`src/rtl/idu_issue_ctrl.sv`:
```
// Decode-stage issue controller: IF->ID instruction register, valid/ready on both sides,
// load-use bubble insertion and redirect squash. Optional counters under IDU_ISSUE_PERF_EN.
module idu_issue_ctrl #(
  parameter int unsigned     XLEN     = 64,
  parameter logic [31:0]     NOP_INST = 32'h0000_0013,
  parameter logic [XLEN-1:0] PC_RST   = '0
) (
  input  logic            clk,
  input  logic            rst,
  input  logic            if_valid_i,
  input  logic [31:0]     if_inst_i,
  input  logic [XLEN-1:0] if_pc_i,
  output logic            if_ready_o,
  output logic            id_valid_o,
  input  logic            ex_ready_i,
  output logic [31:0]     id_inst_o,
  output logic [XLEN-1:0] id_pc_o,
  input  logic            ex_load_valid_i,
  input  logic [4:0]      ex_load_rd_i,
  input  logic            flush_i,
  output logic            hazard_o
`ifdef IDU_ISSUE_PERF_EN
  ,
  output logic [63:0]     perf_issue_o,
  output logic [63:0]     perf_bubble_o
`endif
);

  typedef enum logic [1:0] {
    S_EMPTY = 2'd0,
    S_FULL  = 2'd1,
    S_HAZ   = 2'd2
  } state_e;

  state_e          state_q, state_d;
  logic [31:0]     inst_q, inst_d;
  logic [XLEN-1:0] pc_q, pc_d;

  logic held, rs1_use, rs2_use, rs1_hit, rs2_hit;
  logic hazard, id_valid, issue, if_ready, accept;

  always_comb begin
    rs1_use = 1'b0;
    rs2_use = 1'b0;
    case (inst_q[6:0])
      7'b0110011, 7'b0111011, 7'b0100011, 7'b1100011: begin
        rs1_use = 1'b1;
        rs2_use = 1'b1;
      end
      7'b0010011, 7'b0011011, 7'b0000011, 7'b1100111: rs1_use = 1'b1;
      default: ;
    endcase
  end

  assign held     = (state_q != S_EMPTY);
  assign rs1_hit  = rs1_use && (inst_q[19:15] == ex_load_rd_i);
  assign rs2_hit  = rs2_use && (inst_q[24:20] == ex_load_rd_i);
  // x0 is never a real load destination, so it can never stall an instruction.
  assign hazard   = held && ex_load_valid_i && (ex_load_rd_i != 5'd0) && (rs1_hit || rs2_hit);
  assign id_valid = held && !hazard && !flush_i;
  assign issue    = id_valid && ex_ready_i;
  assign if_ready = !rst && (!held || issue || flush_i);
  assign accept   = if_valid_i && if_ready;

  assign hazard_o   = hazard;
  assign id_valid_o = id_valid;
  assign if_ready_o = if_ready;
  assign id_inst_o  = inst_q;
  assign id_pc_o    = pc_q;

  always_comb begin
    state_d = state_q;
    inst_d  = inst_q;
    pc_d    = pc_q;
    // A redirect outranks everything, including an instruction accepted this cycle.
    if (flush_i) begin
      state_d = S_EMPTY;
      inst_d  = NOP_INST;
    end else if (accept) begin
      state_d = S_FULL;
      inst_d  = if_inst_i;
      pc_d    = if_pc_i;
    end else if (issue) begin
      state_d = S_EMPTY;
      inst_d  = NOP_INST;
    end else if (held) begin
      state_d = hazard ? S_HAZ : S_FULL;
    end else begin
      state_d = S_EMPTY;
    end
  end

  always_ff @(posedge clk) begin
    if (rst) begin
      state_q <= S_EMPTY;
      inst_q  <= NOP_INST;
      pc_q    <= PC_RST;
    end else begin
      state_q <= state_d;
      inst_q  <= inst_d;
      pc_q    <= pc_d;
    end
  end

`ifdef IDU_ISSUE_PERF_EN
  logic [63:0] perf_issue_q, perf_bubble_q;

  always_ff @(posedge clk) begin
    if (rst) begin
      perf_issue_q  <= 64'd0;
      perf_bubble_q <= 64'd0;
    end else begin
      if (issue)  perf_issue_q  <= perf_issue_q + 64'd1;
      if (hazard) perf_bubble_q <= perf_bubble_q + 64'd1;
    end
  end

  assign perf_issue_o  = perf_issue_q;
  assign perf_bubble_o = perf_bubble_q;
`endif

endmodule

```
`config.mk`:
```
export PLATFORM = sky130hd
export DESIGN_NAME = idu_issue_ctrl
export DESIGN_NICKNAME = d
export VERILOG_FILES = /design/src/rtl/idu_issue_ctrl.sv
export SDC_FILE = /design/constraint.sdc
export NUM_CORES = 1
export LEC_CHECK = 0
export ABC_CLOCK_PERIOD_IN_PS = 2100
export CORE_AREA = 3 3 122 101
export CTS_CLUSTER_SIZE = 16
export DETAILED_ROUTE_END_ITERATION = 7
export DIE_AREA = 0 0 125 104
export GPL_ROUTABILITY_DRIVEN = 0
export PLACE_DENSITY = 0.74
export SYNTH_ARGS = -nofsm -noshare
export SYNTH_HDL_FRONTEND = slang
export SYNTH_SLANG_ARGS = --single-unit
```
`constraint.sdc`:
```
create_clock -name clk -period 2.1 [get_ports clk]
set_input_delay 0.42 -clock clk [delete_from_list [all_inputs] [get_ports clk]]
set_output_delay 0.42 -clock clk [all_outputs]
set_load 0.02 [all_outputs]
```
==> results of run 1 <==
[state kept, by name, summed over array words and instances, names as in the netlist]
name and cells:
id_inst_o 32, state_q 2, id_pc_o 64
[power by group through the flow]
stage	Clock (mW)	Sequential [mW]	Combinational [mW]
floorplan	0	2.15	0.222
global placement	0	2.03	0.800
detailed placement	0	2.04	0.811
CTS	1.81	2.00	0.875
global route	1.88	2.01	0.913
finish	1.76	2.00	0.866
[routing by layer]
metal	share of wire	wire length, um
met4	0.030	354
met2	0.47	5520
met3	0.064	759
met1	0.44	5180
met5	0	0
[logic make-up (layout without fill, tap and decap cells)]
logic type | after synthesis | in the layout
DFF | 98 | 98
and+or+nand+nor | 81 | 81
muxes | 65 | 65
AOI/OAI and AO/OA | 44 | 44
buffers and inverters | 23 | 274
xor gates and xnor gates | 10 | 10
[worst paths after layout]
check	slack [ns]	to	from	depth (start not counted)
worst max-delay path	-0.07	id_pc_o[18]	ex_load_rd_i[0]	10
worst min-delay path	0.48	id_inst_o[10]	id_inst_o[10]	1
worst max register to register	-0.06	id_pc_o[18]	id_inst_o[4]	9
worst min register to register	0.48	id_inst_o[10]	id_inst_o[10]	1
[through the flow]
step / power (mW) / TNS, ns / cells / setup WS [ns] / hold slack [ns]
2_1_floorplan: 2.37 / 0 / 321 / 0.0468 / 0.534
3_3_place_gp: 2.83 / -54.08 / 693 / -0.778 / 0.457
3_5_place_dp: 2.85 / -54.59 / 693 / -0.838 / 0.458
4_1_cts: 4.68 / -1.28 / 721 / -0.113 / 0.482
5_1_grt: 4.80 / -2.82 / 720 / -0.127 / 0.500
6_report: 4.63 / -0.980 / 720 / -0.0701 / 0.480
[cells in the mapped netlist, types with 3 or more instances]
cell | number | area share
dfxtp_1 | 98 | 0.51
nor2b_1 | 64 | 0.10
mux2_2 | 37 | 0.11
a22o_1 | 29 | 0.066
mux2_4 | 27 | 0.10
clkbuf_1 | 11 | 0.011
xor2_1 | 10 | 0.023
nor2_1 | 6 | 0.0058
buf_2 | 4 | 0.0052
buf_6 | 4 | 0.012
a2bb2oi_1 | 3 | 0.0068
inv_1 | 3 | 0.0029
[final cells by class]
class	instances	area, sq um	share of cell area
Inverter	3	11.3	0.00160
Clock inverter	4	75.1	0.0107
Timing Repair Buffer	255	2580	0.367
Multi-Input combinational cell	200	1960	0.278
Tap cell	148	185	0.0264
Clock buffer	12	246	0.0351
Sequential cell	98	1970	0.281
[repair_timing]
action                     in CTS  in global routing
gates resized for setup        81                 15
pin swaps                      11                  3
setup endpoints to repair      99                 96
gates cloned                    4                  0
setup buffers                  10                  2
==> run_results.csv, run 1 <==
group,metric,value,unit
run_status,run_status,"complete, but fails checks",
run_status,violations,"setup timing",
timing,finClkSkew,0.00743,ns
routing,wl,11.8,mm
timing,rsz0062_at_grt,"yes",
timing,max_slew_margin,0.533,
setup_path,crit_path_max_incr_delay,0.55,ns
floorplan,dieArea,13000,sq um
timing,fmax,0.461,GHz
floorplan,core,11300,sq um
clock_network,cts_inserted_buffers,9,
power,p_sw,1.06,mW
routing,num_vias,3349,
global_route,groute.layer.met1.usage,0.217,
setup_path,worst_path_dominant_cell_family,"simple AND/OR/NAND/NOR gates",
synth,synthArstFlopShare,0,
cells_and_area,finalInstanceArea,7030,sq um
timing,slew_viol_final,0,
setup_path,path_cells,"buf_6 > or4_4 > o211ai_4 > buf_6 > or2b_1 > o21ai_4 > buf_12 > buf_12 > buf_12 > mux2_4",
synth,yosys_warnings,0,
global_route,grt_first_pass_wirelength,18.9,mm
synth,synthDistinctLibCells,33,
cells_and_area,final_common_cell,"clkdlybuf4s50_1",
synth,seq_area_frac_synth,0.506,
power,power.leakage,3.02,nW
place,port_buffers,205,
cells_and_area,syn_to_final_growth,81.3,%
run,drv_cap,0,
synth,synth-adder-area-share,0,
synth,syn_inst,321,
timing,tightest_slew,0.701,ns
cells_and_area,drive_gt1_frac,0.269,
cells_and_area,utilization,0.622,
clock_network,holdBufCountCts,0,
floorplan,die_y,104,um
routing,drc_errors,0,
clock_network,cts.path.max_buffers,2,
clock_network,cts_tree,"built",
synth,ys_seq_elements,98,
global_route,met2_usage,0.295,
floorplan,io_pins,206,
timing,period_share,1.03,
clock_network,path_clk_slew,0.06,ns
routing,wl_per_cell,16.4,um
floorplan,rows,35,
cells_and_area,n_antenna_cell,0,
cells_and_area,num-nets-final,674,
power,switching_share,0.229,
global_route,busiest_layer,"met2",
timing,hold_viol,0,
setup_path,critPathKind,"in -> reg",
clock_network,cts-root-buf,"clkbuf_16",
setup_path,cp.arrival,2.38,ns
routing,viasPerCell,4.65,
synth,synth_compound_area_frac,0.0965,
power,seq_power_share,0.432,
synth,synthMuxAreaShare,0.215,
clock_network,htreeDepth,3,
global_route,grt_max_degree,65,
timing,setup_viol_count_final,18,
setup_path,cp_slowest_cell,"or4_4",
routing,final_antenna_net_count,0,
timing,min_period,2.17,ns
power,combPwrFrac,0.187,
setup_path,path_buf_inv,5,
timing,timing.final.ws_setup,-0.0701,ns
synth,syn-num-nets,428,
global_route,antenna_found_initial,0,
global_route,met3_usage,0.0549,
synth,syn_avg_cell_area,12.1,sq um
synth,synth_flop_cell,"dfxtp_1",
synth,synth-edff-count,0,
power,p_per_area,659,nW/um^2
setup_path,cp.required,2.31,ns
place,place_hpwl,8.39,mm
setup_path,critical_path.max_fanout,7,
setup_path,endpoint_kind,"flip-flop",
setup_path,startpoint_type,"input pin",
cells_and_area,layout_common_cells,"clkdlybuf4s50_1 (195), dfxtp_1 (92), nor2b_1 (64)",
routing,drt_pass1_iterations,4,
cells_and_area,fillCellCount,898,
power,p_int,3.57,mW
synth,synthSimpleGateAreaFrac,0.128,
clock_network,cts_sinks,98,
global_route,grt_pass1_vias,3606,
min_path,hold_path_class,"reg -> reg",
synth,synth_top_family_by_area,"multiplexers",
routing,drtIter0Drc,103,
synth,synth_xor_xnor_area_share,0.0226,
floorplan,fp.dieW,125,um
clock_network,clk_latency,0.33,ns
place,post_dp_cell_area,6380,sq um
setup_path,cp_common_cell,"buf_12",
power,peakVddDrop,0.482,mV
floorplan,initial_core_util,0.343,
synth,netlist_area,3870,sq um
power,clkPwrFrac,0.381,
global_route,grt_overflow_total,0,
global_route,grtUsageTotal,0.178,
No activity file was read; power rests on OpenSTA's default activity.
==> inputs of run 2 (changes only) <==
RECOVER_POWER = 100   (was unset)
==> run 2 against run 1 <==
The flow still finishes with violations (setup timing); setup slack got worse by 0.0014 ns; count of clock-buffer cells in the layout unchanged; cell area shrank 0.48%; die area unchanged; sequential cell count is the same; maximum frequency about the same; clock skew barely moved; critical path depth unchanged; wire length decreased by 0.17%; first-iteration DRC count fell by 0.97%; register-to-register slack is essentially flat; critical endpoint unchanged.
==> run_results.csv, run 2 (same netlist as run 1, synthesis figures left out) <==
group,metric,value,unit
global_route,antenna_found_initial,0,
global_route,grtUsageTotal,0.178,
timing,period_share,1.03,
routing,drtIter0Drc,102,
setup_path,cp_slowest_cell,"or4_4",
setup_path,worst_path_dominant_cell_family,"simple AND/OR/NAND/NOR gates",
setup_path,path_buf_inv,5,
routing,final_antenna_net_count,0,
run_status,run_status,"complete, but fails checks",
floorplan,io_pins,206,
timing,hold_viol,0,
routing,highest_layer,"met4",
floorplan,rows,35,
floorplan,initial_core_util,0.343,
routing,num_vias,3334,
timing,slew_viol_final,0,
place,port_buffers,205,
global_route,grt_overflow_total,0,
timing,setup_viol_count_final,18,
timing,tightest_slew,0.706,ns
cells_and_area,num-nets-final,674,
setup_path,cp_common_cell,"buf_12",
floorplan,dieArea,13000,sq um
place,place_hpwl,8.39,mm
cells_and_area,largest_reg_flops,64,
routing,drc_errors,0,
global_route,grt_first_pass_wirelength,18.9,mm
timing,timing.final.ws_setup,-0.0715,ns
cells_and_area,syn_to_final_growth,80.4,%
min_path,hold_path_class,"reg -> reg",
routing,wl,11.8,mm
timing,fmax,0.461,GHz
timing,rsz0062_at_grt,"yes",
cells_and_area,utilization,0.619,
global_route,grt_pass1_vias,3606,
place,post_dp_cell_area,6380,sq um
place,dp_cells,693,
timing,finalSetupTns,-0.985,ns
routing,drt_pass1_iterations,4,
power,p_total,4.59,mW
timing,min_period,2.17,ns
floorplan,die_y,104,um
clock_network,clk_latency,0.33,ns
power,p_sw,1.06,mW
cells_and_area,n_antenna_cell,0,
routing,route.met3.wl,761,um
floorplan,core,11300,sq um
floorplan,fp.dieW,125,um
power,clkPwrFrac,0.384,
clock_network,cts_tree,"built",
clock_network,path_clk_slew,0.06,ns
setup_path,path_cells,"buf_6 > or4_4 > o211ai_4 > buf_6 > or2b_1 > o21ai_4 > buf_12 > buf_12 > buf_12 > mux2_4",
routing,wl_met1,5.15,mm
power,power.leakage,3.27,nW
run_status,violations,"setup timing",
clock_network,htreeDepth,3,
cells_and_area,final_cells,720,
clock_network,cts-root-buf,"clkbuf_16",
timing,max_slew_margin,0.529,
cells_and_area,finalInstanceArea,6990,sq um
clock_network,cts_inserted_buffers,9,
clock_network,holdBufCountCts,0,
timing,finClkSkew,0.00741,ns
routing,route.met2.wl,5.51,mm
setup_path,cp.arrival,2.39,ns
routing,viasPerCell,4.63,
cells_and_area,drive_gt1_frac,0.264,
setup_path,cp.required,2.31,ns
cells_and_area,fillCellCount,907,
power,p_per_area,656,nW/um^2
power,combPwrFrac,0.181,
setup_path,endpoint_kind,"flip-flop",
routing,wl_per_cell,16.4,um
power,p_int,3.53,mW
power,peakVddDrop,0.474,mV
setup_path,critical_path.max_fanout,7,
cells_and_area,final_common_cell,"clkdlybuf4s50_1",
power,seq_power_share,0.435,
clock_network,cts.path.max_buffers,2,
setup_path,startpoint_type,"input pin",
power,switching_share,0.230,
cells_and_area,layout_common_cells,"clkdlybuf4s50_1 (100), dlygate4sd3_1 (95), dfxtp_1 (93)",
setup_path,crit_path_max_incr_delay,0.55,ns
run,drv_cap,0,
setup_path,critPathKind,"in -> reg",
clock_network,cts_sinks,98,
global_route,grt_max_degree,65,
run 2: cell types whose count changed in the layout (fill, tap and decap cells not counted), sizes merged:
cell and change:
clkdlybuf4s50 -95, dlygate4sd3 +95, buf -4, clkbuf +4
run 2: area by class of cell:
type                            instances  area (sq um)  share of cell area
Clock inverter                          4          75.1              0.0107
Sequential cell                        98          1970               0.282
Inverter                                3          11.3             0.00161
Timing Repair Buffer                  255          2550               0.364
Clock buffer                           12           246              0.0353
Tap cell                              148           185              0.0265
Multi-Input combinational cell        200          1960               0.280
run 2: per-stage QoR:
| step | hold slack, ns | setup WS (ns) |
|---|---|---|
| 6_report | 0.475 | -0.0715 |
| 5_1_grt | 0.495 | -0.127 |
| 4_1_cts | 0.482 | -0.113 |
| 3_5_place_dp | 0.458 | -0.838 |
| 3_3_place_gp | 0.457 | -0.778 |
| 2_1_floorplan | 0.534 | 0.0468 |
run 2: what timing repair did:
action	CTS	global route
buffers inserted	10	2
gates cloned	4	0
gates resized for setup	81	15
endpoints found under the setup margin	99	96
pin swaps	11	3
run 2: power groups by stage:
stage | registers (mW) | logic, mW | clock network [mW]
2_1_floorplan | 2.15 | 0.222 | 0
3_3_place_gp | 2.03 | 0.800 | 0
3_5_place_dp | 2.04 | 0.811 | 0
4_1_cts | 2.00 | 0.875 | 1.81
5_1_grt | 2.00 | 0.875 | 1.88
6_report | 1.99 | 0.828 | 1.76
run 2: path summary, 6_finish.rpt:
kind | startpoint | endpoint | slack, ns | cells after the start
max reg2reg | id_inst_o[4] | id_pc_o[18] | -0.06 | 9
min reg2reg | id_inst_o[10] | id_inst_o[10] | 0.48 | 1
min | id_inst_o[10] | id_inst_o[10] | 0.48 | 1
max | ex_load_rd_i[0] | id_pc_o[18] | -0.07 | 10
run 2: per-layer routing:
metal,GRT usage,vias to the layer above
met4,0.0704,0
met3,0.0549,25
met1,0.217,1578
met2,0.295,117
li1,-,1614
met5,0,-
run 2: worst register-to-register path: cells and delay by family (launching register included):
| family | cells | cell delay [ns] |
|---|---|---|
| buf+inv | 4 | 0.56 |
| simple gates | 1 | 0.27 |
| flops | 1 | 0.37 |
| mux | 2 | 0.54 |
| compound gates | 2 | 0.31 |
==> inputs of run 3 (changes only) <==
TNS_END_PERCENT = 10   (was unset)
==> run 3 against run 2 <==
The run still ends with setup timing left; sequential cell count stayed put; maximum frequency decreased by 1.6%; non-clock buffer count up 1; combinational power grew 2%; via count up 0.24%; clock power about the same; cell area is 1.2% higher; count of clock-buffer cells in the layout unchanged; sequential power barely moved; global-route usage shrank 0.23 points; final cell count grew 0.14%; highest routed layer unchanged; largest power group unchanged.
==> run_results.csv, run 3 (same netlist as run 1, synthesis figures left out) <==
group,metric,value,unit
routing,drtIter0Drc,96,
power,power.leakage,3.31,nW
global_route,antenna_found_initial,0,
setup_path,worst_path_dominant_cell_family,"buffers and inverters",
cells_and_area,drive_gt1_frac,0.262,
place,post_dp_cell_area,6380,sq um
clock_network,htreeDepth,3,
routing,final_antenna_net_count,0,
global_route,grt_pass1_vias,3546,
timing,setup_viol_count_final,66,
clock_network,cts_sinks,98,
timing,slew_viol_final,0,
floorplan,core,11300,sq um
timing,max_slew_margin,0.534,
place,place_hpwl,8.39,mm
cells_and_area,num-nets-final,675,
setup_path,critPathKind,"reg -> reg",
power,seq_power_share,0.434,
setup_path,endpoint_kind,"flip-flop",
routing,wl,11.8,mm
cells_and_area,syn_to_final_growth,82.7,%
cells_and_area,n_antenna_cell,0,
global_route,grt_overflow_total,0,
timing,hold_viol,0,
clock_network,path_clk_slew,0.07,ns
clock_network,cts-root-buf,"clkbuf_16",
power,p_total,4.59,mW
cells_and_area,fillCellCount,889,
clock_network,clk_latency,0.33,ns
power,combPwrFrac,0.184,
global_route,grt_first_pass_wirelength,18.6,mm
power,peakVddDrop,0.472,mV
timing,finalSetupTns,-3.68,ns
timing,tightest_slew,0.698,ns
timing,holdWs,0.475,ns
cells_and_area,final_cells,721,
floorplan,fp.dieW,125,um
run_status,run_status,"complete, but fails checks",
clock_network,cts.path.max_buffers,2,
cells_and_area,layout_common_cells,"clkdlybuf4s50_1 (99), dlygate4sd3_1 (96), dfxtp_1 (95)",
setup_path,path_buf_inv,4,
setup_path,cp.arrival,2.42,ns
setup_path,cp.required,2.31,ns
setup_path,startpoint_type,"flip-flop",
run,drv_cap,0,
setup_path,cp_slowest_cell,"dfxtp_1",
cells_and_area,final_common_cell,"clkdlybuf4s50_1",
timing,fmax,0.453,GHz
place,port_buffers,205,
timing,rsz0062_at_grt,"yes",
min_path,hold_path_class,"reg -> reg",
power,p_per_area,649,nW/um^2
power,switching_share,0.229,
setup_path,critical_path.max_fanout,7,
power,p_int,3.54,mW
routing,wl_per_cell,16.3,um
floorplan,rows,35,
routing,num_vias,3342,
timing,finClkSkew,0.00749,ns
setup_path,cp_common_cell,"buf_12",
routing,viasPerCell,4.64,
setup_path,crit_path_max_incr_delay,0.35,ns
cells_and_area,utilization,0.626,
floorplan,io_pins,206,
timing,period_share,1.05,
floorplan,die_y,104,um
run_status,violations,"setup timing",
cells_and_area,largest_reg_flops,64,
setup_path,path_cells,"xor2_1 > nor4_1 > a22oi_2 > buf_6 > o21ai_4 > buf_12 > buf_12 > buf_12 > mux2_4",
global_route,grt_max_degree,65,
place,pre_cts_slack,-0.838,ns
power,p_sw,1.05,mW
clock_network,cts_inserted_buffers,9,
floorplan,initial_core_util,0.343,
power,clkPwrFrac,0.382,
clock_network,holdBufCountCts,0,
clock_network,cts_tree,"built",
global_route,grtUsageTotal,0.176,
routing,drc_errors,0,
place,dp_cells,693,
timing,min_period,2.21,ns
floorplan,dieArea,13000,sq um
cells_and_area,finalInstanceArea,7080,sq um
routing,drt_pass1_iterations,4,
timing,timing.final.ws_setup,-0.108,ns
## run 3: path summary, 6_finish.rpt
kind | to | cells after the start | from | slack, ns
worst max-delay path | id_pc_o[18] | 9 | id_inst_o[20] | -0.11
worst min register to register | id_inst_o[27] | 1 | id_inst_o[27] | 0.48
worst min-delay path | id_inst_o[27] | 1 | id_inst_o[27] | 0.48
worst max register to register | id_pc_o[18] | 9 | id_inst_o[20] | -0.11
## run 3: area by class of cell
| cell class | instances | area [sq um] | share of cell area |
|---|---|---|---|
| clock buffer | 12 | 246 | 0.0348 |
| clock inverter | 4 | 75.1 | 0.0106 |
| inverter | 3 | 11.3 | 0.00159 |
| multi-input combinational | 200 | 1950 | 0.275 |
| sequential | 98 | 1970 | 0.278 |
| tap | 148 | 185 | 0.0262 |
| timing repair buffer | 256 | 2640 | 0.374 |
## run 3: what timing repair did
action	CTS	global route
cloned	4	0
endpoints found under the setup margin	99	66
gates resized for setup	65	27
pin swaps	8	9
buffers inserted	8	3
## run 3: metal layers
metal	global-route usage	vias to the layer above	wire length [um]
met2	0.293	115	5620
met4	0.0650	0	314
met3	0.0549	21	759
met1	0.214	1593	5080
li1	-	1613	-
met5	0	-	0
## run 3: power by group through the flow
stage               Clock (mW)  Sequential [mW]  Combinational (mW)
detailed placement           0             2.04               0.811
global placement             0             2.03               0.800
floorplan                    0             2.15               0.222
CTS                       1.81             2.00               0.863
finish                    1.75             1.99               0.844
global route              1.88             2.00               0.892
